$ cat src/rtl/mem_access_unit.sv
// ---------------------------------------------------------------------------
// MemAccessUnit (top module mem_access_unit)
//
// Purpose:
//   Multi-cycle load/store sequencer sitting between the CPU memory stage and
//   the data memory. A request is checked for alignment, then turned into a
//   word-aligned bus access with big-endian byte enables. The pipeline is
//   held in stall until memory acknowledges or the access times out. Loads
//   capture the raw memory word and hand it to the read-data decoder
//   together with the registered offset/size/extension controls.
//
// Parameters:
//   TIMEOUT      maximum ACCESS cycles without memReady before busError (1..255)
//
// Ports:
//   clk          system clock, rising edge
//   rst          synchronous active-high reset
//   memRead      load request, held until stall drops
//   memWrite     store request, held until stall drops; wins over memRead
//   dataSize     00 word, 01 half, 10 byte, 11 illegal
//   bitExt       1 = zero-extend, 0 = sign-extend (passed to decoder)
//   physAddr     byte address of the access
//   wrData       right-justified store data
//   memRData     read word from memory
//   memReady     one-cycle memory acknowledge
//   stall        freeze the pipeline
//   memEnable    bus access in progress
//   memAddr      registered word-aligned address
//   memWe        byte enables, bit 3 drives bits 31:24
//   memWData     lane-replicated store data
//   rdData       captured read word for the decoder
//   decOffset    registered byte offset
//   decDataSize  registered access size
//   decBitExt    registered extension control
//   rdValid      one-cycle pulse, rdData is fresh
//   misaligned   one-cycle alignment fault pulse
//   busError     one-cycle timeout pulse
// ---------------------------------------------------------------------------
module mem_access_unit #(
    parameter int TIMEOUT = 15
) (
    input  logic        clk,
    input  logic        rst,
    input  logic        memRead,
    input  logic        memWrite,
    input  logic [1:0]  dataSize,
    input  logic        bitExt,
    input  logic [31:0] physAddr,
    input  logic [31:0] wrData,
    input  logic [31:0] memRData,
    input  logic        memReady,
    output logic        stall,
    output logic        memEnable,
    output logic [31:0] memAddr,
    output logic [3:0]  memWe,
    output logic [31:0] memWData,
    output logic [31:0] rdData,
    output logic [1:0]  decOffset,
    output logic [1:0]  decDataSize,
    output logic        decBitExt,
    output logic        rdValid,
    output logic        misaligned,
    output logic        busError
);

    typedef enum logic [1:0] {
        IDLE,
        ACCESS,
        DONE
    } stateType;

    localparam logic [7:0] TimeoutCount = 8'(TIMEOUT);

    stateType    state;
    logic [7:0]  count;
    logic        accessIsStore;
    logic        request;
    logic        requestMisaligned;
    logic [3:0]  laneWe;
    logic [31:0] laneData;

    // A request is any load or store strobe. Alignment is judged against the
    // natural size of the access; the reserved size code is always a fault.
    always_comb begin
        request           = memRead | memWrite;
        requestMisaligned = 1'b0;
        case (dataSize)
            2'b00:   requestMisaligned = (physAddr[1:0] != 2'b00);
            2'b01:   requestMisaligned = physAddr[0];
            2'b10:   requestMisaligned = 1'b0;
            default: requestMisaligned = 1'b1;
        endcase
    end

    // Store lane steering. Memory is big-endian, so byte offset 0 lives in
    // bits 31:24 and the enable walks down from bit 3 as the offset grows.
    // Data is replicated into every lane so the enables alone pick the bytes.
    always_comb begin
        laneWe   = 4'b0000;
        laneData = wrData;
        case (dataSize)
            2'b00: begin
                laneWe   = 4'b1111;
                laneData = wrData;
            end
            2'b01: begin
                laneWe   = physAddr[1] ? 4'b0011 : 4'b1100;
                laneData = {2{wrData[15:0]}};
            end
            2'b10: begin
                laneWe   = 4'b1000 >> physAddr[1:0];
                laneData = {4{wrData[7:0]}};
            end
            default: begin
                laneWe   = 4'b0000;
                laneData = wrData;
            end
        endcase
    end

    // Stall must rise in the very cycle the request shows up, before any
    // register has seen it, so it is decoded straight from state and inputs.
    // The DONE cycle deliberately releases the pipeline.
    assign stall = ((state == IDLE) && request) || (state == ACCESS);

    // Sequencer. All bus-facing and decoder-facing outputs are registered
    // here; the fault and valid pulses are set on the transition into DONE
    // so they appear for exactly that one cycle. A memReady in the final
    // counted cycle is taken as success because it is checked before the
    // timeout comparison.
    always_ff @(posedge clk) begin
        if (rst) begin
            state         <= IDLE;
            count         <= 8'd0;
            accessIsStore <= 1'b0;
            memEnable     <= 1'b0;
            memAddr       <= 32'd0;
            memWe         <= 4'b0000;
            memWData      <= 32'd0;
            rdData        <= 32'd0;
            decOffset     <= 2'b00;
            decDataSize   <= 2'b00;
            decBitExt     <= 1'b0;
            rdValid       <= 1'b0;
            misaligned    <= 1'b0;
            busError      <= 1'b0;
        end else begin
            rdValid    <= 1'b0;
            misaligned <= 1'b0;
            busError   <= 1'b0;
            case (state)
                IDLE: begin
                    if (request) begin
                        memAddr       <= {physAddr[31:2], 2'b00};
                        decOffset     <= physAddr[1:0];
                        decDataSize   <= dataSize;
                        decBitExt     <= bitExt;
                        memWData      <= laneData;
                        accessIsStore <= memWrite;
                        count         <= 8'd0;
                        if (requestMisaligned) begin
                            state      <= DONE;
                            misaligned <= 1'b1;
                        end else begin
                            state     <= ACCESS;
                            memEnable <= 1'b1;
                            memWe     <= memWrite ? laneWe : 4'b0000;
                        end
                    end
                end
                ACCESS: begin
                    count <= count + 8'd1;
                    if (memReady) begin
                        state     <= DONE;
                        memEnable <= 1'b0;
                        memWe     <= 4'b0000;
                        if (!accessIsStore) begin
                            rdData  <= memRData;
                            rdValid <= 1'b1;
                        end
                    end else if ((count + 8'd1) == TimeoutCount) begin
                        state     <= DONE;
                        memEnable <= 1'b0;
                        memWe     <= 4'b0000;
                        rdData    <= 32'd0;
                        busError  <= 1'b1;
                    end
                end
                DONE: begin
                    state <= IDLE;
                end
                default: begin
                    state <= IDLE;
                end
            endcase
        end
    end

endmodule
$ cat config.mk
export PLATFORM = sky130hd
export DESIGN_NAME = mem_access_unit
export DESIGN_NICKNAME = d
export VERILOG_FILES = /design/src/rtl/mem_access_unit.sv
export SDC_FILE = /design/constraint.sdc
export NUM_CORES = 1
export LEC_CHECK = 0
export ABC_AREA = 1
export CORE_MARGIN = 3
export CORE_UTILIZATION = 48
export CTS_BUF_LIST = sky130_fd_sc_hd__clkbuf_4
export DETAILED_ROUTE_END_ITERATION = 8
export PLACE_DENSITY_LB_ADDON = 0.1
export REMOVE_ABC_BUFFERS = 1
export SLEW_MARGIN = 0
export SYNTH_ARGS = -nofsm -noshare
export SYNTH_HDL_FRONTEND = slang
export SYNTH_SLANG_ARGS = --single-unit
$ cat constraint.sdc
create_clock -name clk -period 3 [get_ports clk]
set_input_delay 0.6 -clock clk [delete_from_list [all_inputs] [get_ports clk]]
set_output_delay 0.6 -clock clk [all_outputs]
set_load 0.01 [all_outputs]
# ---- Yosys cells after proc, flatten, opt, wreduce, memory -nomap -nowiden
# Index checks and enable logic that the tools add are counted.
dict set report op_classes {
  addsub 1
  eq_ne 8
  shifts 1
  mux 28
  bitwise 5
  reduce_logical 15
}
# operator n
set op_table {}
lappend op_table {{$mux 32} 3}
lappend op_table {{$pmux 32 s2} 1}
lappend op_table {{$mux 4} 6}
lappend op_table {{$pmux 8 s2} 1}
lappend op_table {{$pmux 4 s3} 1}
lappend op_table {{$reduce_or 3->1} 3}
lappend op_table {{$add 8x1->8 const B} 1}
lappend op_table {{$eq 8x4->1 const B} 1}
lappend op_table {{$mux 2} 4}
lappend op_table {{$mux 8} 1}
lappend op_table {{$pmux 4 s2} 1}
lappend op_table {{$mux 1} 7}
lappend op_table {{$ne 2x2->1 const B} 3}
lappend op_table {{$reduce_and 2->1} 3}
lappend op_table {{$reduce_bool 2->1} 3}
lappend op_table {{$eq 2x1->1 const B} 2}
lappend op_table {{$logic_not 2->1} 2}
lappend op_table {{$not 1->1} 4}
lappend op_table {{$pmux 2 s2} 1}
lappend op_table {{$reduce_and 4->1} 1}
lappend op_table {{$shr 4x2->4 const A} 1}
lappend op_table {{$ne 3x2->1 const B} 1}
lappend op_table {{$pmux 1 s3} 1}
lappend op_table {{$reduce_and 3->1} 1}
lappend op_table {{5 further kinds} 5}
dict set report word_totals {
  reg_bits 118
  inputBits 104
  output_inout_bits 110
  word_cells 72
}

# ---- Longest topological paths before layout
# Gate-level depths: netlist of run 1.
dict set report depth {
  word_depth 6
  mapped_depth 12
  ltp_nobuf 12
}

# ---- Worst setup path after synthesis of run 1
# OpenSTA, ideal clock, no wires.
dict set report synth_timing {
  kind {input-to-reg}
  start {input port dataSize[0]}
  end {register memWData[20]}
  setup_ns 0.075
  t_arrival_ns 1.812
  required_ns 2.925
  slack_ns 1.112
  path_stages 7
  n_path_buf 1
  path_cell_list {inv_1 -> ha_1 -> buf_4 -> clkinv_1 -> nor2_1 -> nand3_1 -> a31oi_1}
}
dict set report synth_between {
  elab_chain_cells 2
  elab_cells_between_ends 3
  cone_classes {eq/ne: 2; mux: 1}
}
# item line
set synth_rtl {}
lappend synth_rtl {{from (decl)} 46} ;# input logic [1:0] dataSize,
lappend synth_rtl {{$eq 2x2->1 or $eq 2x1->1 (tied branches)} 101} ;# case (dataSize)
lappend synth_rtl {{$pmux 32 s2 (*)} 101}
lappend synth_rtl {{to (signal assigned)} 158} ;# memWData <= laneData;
lappend synth_rtl {{to (decl)} 56} ;# output logic [31:0] memWData,
# Every way passes the cells marked *; elsewhere a longest branch is shown, timed or not.
# A chain may end at the register's enable or synchronous reset.

# ---- Worst setup path after layout of run 1
dict set report layout_timing {
  start {input port memWrite}
  end {output port stall}
}
dict set report layout_between {
  elab_chain_cells 3
}
# item line
set layout_rtl {}
lappend layout_rtl {{from (decl)} 45} ;# input logic memWrite,
lappend layout_rtl {{$or 1x1->1} 85} ;# request = memRead | memWrite;
lappend layout_rtl {{$logic_and 1x1->1} 124} ;# assign stall = ((state == IDLE) && request) || (state == ACCESS);
lappend layout_rtl {{$logic_or 1x1->1} 124}
lappend layout_rtl {{to (decl)} 52} ;# output logic stall,
# No other way between the ends.

==> results of run 1 <==
==> metal layers <==
metal | share of wire | up-vias | track usage
met5 | 0 | - | 0
met4 | 0.024 | 0 | 0.0997
met3 | 0.10 | 31 | 0.106
met2 | 0.48 | 211 | 0.433
met1 | 0.40 | 2463 | 0.307
li1 | - | 2530 | -
==> metrics by stage <==
| step | cell area [sq um] | instances | hold slack [ns] | utilization |
|---|---|---|---|---|
| 6_report | 7610 | 968 | 0.469 | 0.731 |
| 5_1_grt | 7610 | 968 | 0.487 | 0.731 |
| 4_1_cts | 7610 | 968 | 0.468 | 0.731 |
| 3_5_place_dp | 7300 | 936 | 0.457 | 0.701 |
| 3_3_place_gp | 7300 | 936 | 0.450 | 0.701 |
| 2_1_floorplan | 4930 | 578 | 0.435 | - |
==> worst min-delay path by stage <==
| stage | from | endpoint | slack, ns |
|---|---|---|---|
| after floorplan | accessIsStore$_SDFFE_PP0P_ | accessIsStore$_SDFFE_PP0P_ | 0.43 |
| after global placement | memWData[2]$_SDFFE_PP0P_ | memWData[2]$_SDFFE_PP0P_ | 0.45 |
| after detailed placement | memEnable$_SDFFE_PP0P_ | memEnable$_SDFFE_PP0P_ | 0.46 |
| after CTS | rst | memWData[6]$_SDFFE_PP0P_ | 0.47 |
| after global routing | rst | memWData[1]$_SDFFE_PP0P_ | 0.49 |
| final | memEnable$_SDFFE_PP0P_ | memEnable$_SDFFE_PP0P_ | 0.47 |
==> power by group <==
group	switching (W)	internal (W)
Combinational	0.000907	0.000775
Clock	0.000584	0.000676
Sequential	0.000141	0.00182
==> sequential cells by signal, summed over array words and instances (netlist names) <==
signal         cells
rdData            32
decDataSize        2
busError           1
memAddr           30
rdValid            1
memWData          32
misaligned         1
decBitExt          1
state              2
decOffset          2
count              8
memWe              4
memEnable          1
accessIsStore      1
==> layout make-up <==
class / count / area share
inverters: 24 / 0.0118
well taps: 136 / 0.0224
flip-flops and latches: 118 / 0.310
multi-input cells: 436 / 0.326
clock buffers: 20 / 0.0197
repair buffers: 222 / 0.289
clock inverters: 12 / 0.0209
==> kinds of logic (layout without fill, tap and decap cells) <==
group                      after synthesis  after routing
and+or+nand+nor                        259            259
AOI/OAI and AO/OA                      168            168
DFF                                    118            118
buffers and inverters                   73            278
adders and majority gates                6              6
other                                    1              2
xor gates and xnor gates                 1              1
==> critical path, delay by kind of cell <==
kind	cells	cell delay, ns
AND/OR/NAND/NOR	1	0.38
AO/OA/AOI/OAI	1	0.08
buffers and inverters	4	1.16
==> layout by cell type, fill, tap and decap left out, types with 2 or more instances in the layout <==
cell type          n
a21oi_1           62
a21oi_2           29
a21oi_4            2
a22o_1             8
a31oi_1           11
buf_4             10
bufinv_16          4
clkbuf_4          20
clkdlybuf4s50_1  210
clkinv_1           4
clkinv_2           4
conb_1             2
dfxtp_1          118
ha_1               6
inv_1             21
inv_2              2
nand2_1           79
nand2_2            6
nand3_1           24
nand3_2           31
nand4_1           32
nor2_1            73
nor2_2             4
nor2_4             4
o21ai_0           54
==> reports/qor.csv, run 1 <==
stage,metric,value,unit
clock_network,postcts setup bufs,0,
synth,Cells after Synth,626,
synth,top_reg_cell synth,dfxtp_1,
setup_path,critical path class,primary input to output pin,
hold_path,WHS Path Cells,2,
synth,Synth Warn #,0,
clock_network,Worst-path clk slew,0.09,ns
synth,cell with the most instances after synthesis,dfxtp_1,
synth,Synth async-reset ratio,0,
run,max_cap viols,0,
clock_network,# resized after CTS,0,
sta,final setup vio count,0,
synth,cell area after synthesis,5190,sq um
synth,post-synthesis sequential area ratio,0.455,
synth,Syn Area/Cell,8.29,sq um
setup_path,FF-to-FF path depth,8,
clock_network,total CTS buffers,17,
power_and_ir_drop,final total power,0.00491,W
global_route,GR Util All Layers,0.263,
final_layout,Storage cell area,2360,sq um
power_and_ir_drop,Pwr Density,645,nW/um^2
global_route,vias in the first global route,5108,
setup_path,reg-to-reg endpoint,rdData[11]$_SDFFE_PP0P_,
sta,Worst-Margin Slew,1.09,ns
clock_network,clk_lat worst skew,0.51,ns
sta,"Worst Setup Slack, final",0.172,ns
setup_path,critical path endpoint,stall,
sta,Fin. Hold Viols,0,
status,run status,completed,
power_and_ir_drop,worst vdd ir,0.405,mV
synth,Synth cell types,34,
drt,vias per cell,5.41,
global_route,total grt overflow,0,
floorplanning,Die Area,12100,sq um
final_layout,Area growth syn-to-layout,46.7,%
drt,DR WL/cell,16.6,microns
setup_path,Crit Reg-Reg Startpoint,state[0]$_SDFFE_PP0P_,
final_layout,Final nets,929,
sta,Final min period,2.83,ns
synth,number of synthesized flops with an enable pin,0,
synth,Adder-Cell Fraction of Synth Area,0.0145,
placement,Final HPWL DP,10.9,mm
setup_path,Max Fanout on Critical Path,10,
placement,Final Wtd Congestion,0.807,
synth,top post-synthesis cells by area,"dfxtp_1 (46%), a21oi_1 (6.0%), nand3_2 (5.8%)",
clock_network,CTS Hold Buffers Added,0,
setup_path,WP data required,2.40,ns
sta,fmax,0.354,GHz
clock_network,htree depth,4,
setup_path,Slowest cell on crit path,clkdlybuf4s50_1,
sta,"Slew Viols, Final",0,
drt,Routed Antenna Nets,0,
final_layout,Ant. Diodes,0,
drt,DR pass1 iterations,5,
final_layout,multi-input logic area,2480,sq um
floorplanning,die span in x,110,microns
setup_path,FF-to-FF setup slack,0.76,ns
global_route,largest net degree at the start of global routing,75,
synth,commonest cells in the netlist,"dfxtp_1 (118), nand2_1 (79), nor2_1 (73)",
final_layout,share of cells above drive strength 1,0.149,
floorplanning,Initial Utilization,0.498,
placement,pre-CTS setup slack,0.156,ns
clock_network,clk buf depth,2,
placement,IO Port Bufs,211,
sta,RSZ-0062 raised after global routing,no,
sta,total negative slack,0,ns
synth,main combinational cell family by area after synthesis,simple AND/OR/NAND/NOR gates,
clock_network,Root Driver,clkbuf_4,
synth,simple-gate portion of the synthesized area,0.262,
hold_path,Worst Hold Class,flop to flop,
power_and_ir_drop,LEAKAGE,2.73,nW
global_route,first-pass GRT wire length,25.0,mm
final_layout,FILL cells,831,
sta,crit share post-route,0.943,
synth,Yosys top cell area share,0.455,
setup_path,startpoint class of the critical path,primary input,
setup_path,crit path capture type,output pin,
setup_path,worst-path cell chain,"clkdlybuf4s50_1, inv_1, a21oi_4, nor2_2, inv_1, clkdlybuf4s50_1",
sta,Slew HR,0.272,
synth,"FF+latch count, synth",118,
synth,Post-Synth XOR/XNOR Area,0.00169,
synth,mux cell area share after synthesis,0,
synth,"area leader, netlist",dfxtp_1,
setup_path,crit-path max cell delay,0.50,ns
floorplanning,IO Count,214,
clock_network,TritonCTS clock tree,done,
sta,Layout Skew,0.0126,ns
drt,DR DRC count,0,
floorplanning,Rows,37,
setup_path,"Arr. time, crit path",2.23,ns
global_route,initial antenna violation count,0,
drt,Routed Wire Length,16.0,mm
floorplanning,Die Ht,110,microns
setup_path,Critical Path Start,memWrite,
synth,Compound-Gate Fraction of Synth Area,0.197,
floorplanning,core area,10400,sq um
drt,starting DRC count in detailed routing,331,
drt,Vias,5235,
clock_network,clk sinks,118,
(Power assumes the default switching activity.)
==> inputs of run 2 (changes only) <==
CAP_MARGIN = 20   (was unset)
SETUP_SLACK_MARGIN = 0.15   (was unset)
==> reports/qor.csv, run 2 (same netlist as run 1, synthesis figures left out) <==
stage,metric,value,unit,change
status,run status,completed,,unchanged
placement,Final Wtd Congestion,0.807,,unchanged
drt,DR pass1 iterations,4,,was 5
floorplanning,Die Area,12100,sq um,unchanged
power_and_ir_drop,Pwr Density,645,nW/um^2,about the same
hold_path,Worst Hold Class,flop to flop,,unchanged
sta,crit share post-route,0.895,,was 0.943
floorplanning,Die Ht,110,microns,unchanged
global_route,vias in the first global route,5108,,unchanged
setup_path,crit path capture type,output pin,,unchanged
clock_network,CTS Hold Buffers Added,0,,unchanged
setup_path,"Arr. time, crit path",2.09,ns,was 2.23 ns
final_layout,Final nets,929,,unchanged
power_and_ir_drop,worst vdd ir,0.408,mV,was 0.405 mV
global_route,first-pass GRT wire length,25.0,mm,unchanged
floorplanning,core area,10400,sq um,unchanged
final_layout,Largest regs,"memWData (32), rdData (32), memAddr (30)",,unchanged
drt,DR DRC count,0,,unchanged
floorplanning,die span in x,110,microns,unchanged
placement,IO Port Bufs,211,,unchanged
sta,RSZ-0062 raised after global routing,no,,unchanged
clock_network,clk_lat worst skew,0.50,ns,was 0.51 ns
clock_network,clk sinks,118,,unchanged
global_route,largest net degree at the start of global routing,75,,unchanged
power_and_ir_drop,LEAKAGE,2.73,nW,about the same
setup_path,critical path class,primary input to output pin,,unchanged
setup_path,startpoint class of the critical path,primary input,,unchanged
global_route,GR Util All Layers,0.263,,unchanged
global_route,total grt overflow,0,,unchanged
drt,DR WL/cell,16.6,microns,about the same
run,max_cap viols,0,,unchanged
floorplanning,Rows,37,,unchanged
drt,starting DRC count in detailed routing,357,,was 331
clock_network,htree depth,4,,unchanged
final_layout,Ant. Diodes,0,,unchanged
sta,Layout Skew,0.0102,ns,was 0.0126 ns
drt,Vias,5234,,"was 5,235"
final_layout,post-layout util,0.731,,about the same
sta,Fin. Hold Viols,0,,unchanged
floorplanning,Initial Utilization,0.498,,unchanged
setup_path,Max Fanout on Critical Path,10,,unchanged
drt,Routed Wire Length,16.0,mm,about the same
clock_network,TritonCTS clock tree,done,,unchanged
floorplanning,IO Count,214,,unchanged
clock_network,Root Driver,clkbuf_4,,unchanged
clock_network,total CTS buffers,17,,unchanged
global_route,initial antenna violation count,0,,unchanged
sta,final setup vio count,0,,unchanged
sta,total negative slack,0,ns,unchanged
sta,"Slew Viols, Final",0,,unchanged
clock_network,clk buf depth,2,,unchanged
final_layout,share of cells above drive strength 1,0.149,,unchanged
clock_network,Worst-path clk slew,0.09,ns,about the same
drt,Routed Antenna Nets,0,,unchanged
setup_path,WP data required,2.40,ns,about the same
placement,Final HPWL DP,10.9,mm,unchanged
final_layout,"commonest non-fill, non-tap cell in the layout",clkdlybuf4s50_1,,unchanged
sta,Slew HR,0.270,,was 0.272
sta,Worst-Margin Slew,1.10,ns,was 1.09 ns
drt,vias per cell,5.41,,about the same
sta,fmax,0.372,GHz,was 0.354 GHz
final_layout,Area growth syn-to-layout,46.8,%,was 46.7%
final_layout,most frequent cells in the layout,"clkdlybuf4s50_1 (210), dfxtp_1 (118), nand2_1 (79)",,unchanged
sta,Final min period,2.69,ns,was 2.83 ns
==> run 2: cell count changes in the layout (fill, tap and decap cells not counted) <==
cell,change
nor2_2,-1
nor2_4,+1
==> run 2: final timing paths <==
kind | endpoint | slack [ns] | from | depth (start not counted)
setup reg to reg | rdData[11]$_SDFFE_PP0P_ | 0.73 | state[0]$_SDFFE_PP0P_ | 8
hold / removal | memWData[7]$_SDFFE_PP0P_ | 0.47 | memWData[7]$_SDFFE_PP0P_ | 2
hold reg to reg | memWData[7]$_SDFFE_PP0P_ | 0.47 | memWData[7]$_SDFFE_PP0P_ | 2
setup / recovery | stall | 0.31 | memWrite | 6
==> run 2: area by class of cell <==
class / count / area, sq um
sequential: 118 / 2360
timing repair buffer: 222 / 2200
fill: 832 / 2800
clock buffer: 20 / 150
clock inverter: 12 / 159
tap: 136 / 170
multi-input combinational: 436 / 2480
inverter: 24 / 90.1
==> run 2: report_power, final <==
| part | total, W | internal, W | leakage, nW | switching [W] |
|---|---|---|---|---|
| combinational | 0.00169 | 0.000777 | 1.59 | 0.000913 |
| clock | 0.00126 | 0.000676 | 0.169 | 0.000585 |
| sequential | 0.00197 | 0.00182 | 0.969 | 0.000142 |
| total | 0.00492 | 0.00328 | 2.73 | 0.00164 |
==> run 2: metal layers <==
metal	vias up	routed length, microns	GRT usage	share of wire
met4	0	387	0.0997	0.024
met3	32	1520	0.106	0.094
met2	181	7690	0.433	0.48
met5	-	0	0	0
li1	2532	-	-	-
met1	2489	6450	0.307	0.40
==> run 2: worst max-delay path: stages <==
cell and delay, ns:
clkdlybuf4s50_1 0.48, inv_1 0.08, a21oi_4 0.20, nor2_4 0.10, inv_1 0.08, clkdlybuf4s50_1 0.53
==> run 2: per-stage QoR <==
step | cell area (sq um) | setup WS [ns] | power [W] | std cells | hold slack, ns
floorplan | 4930 | 0.397 | 0.00275 | 578 | 0.435
global placement | 7300 | 0.235 | 0.00363 | 936 | 0.450
detailed placement | 7300 | 0.156 | 0.00367 | 936 | 0.457
CTS | 7610 | 0.165 | 0.00494 | 968 | 0.468
global route | 7620 | 0.232 | 0.00519 | 968 | 0.487
finish | 7620 | 0.315 | 0.00492 | 968 | 0.474
==> run 2: what timing repair did <==
action,4_1_cts,5_1_grt
gates resized for setup,0,1
setup buffers,0,0
endpoints found under the hold margin,0,0
setup endpoints to repair,0,1
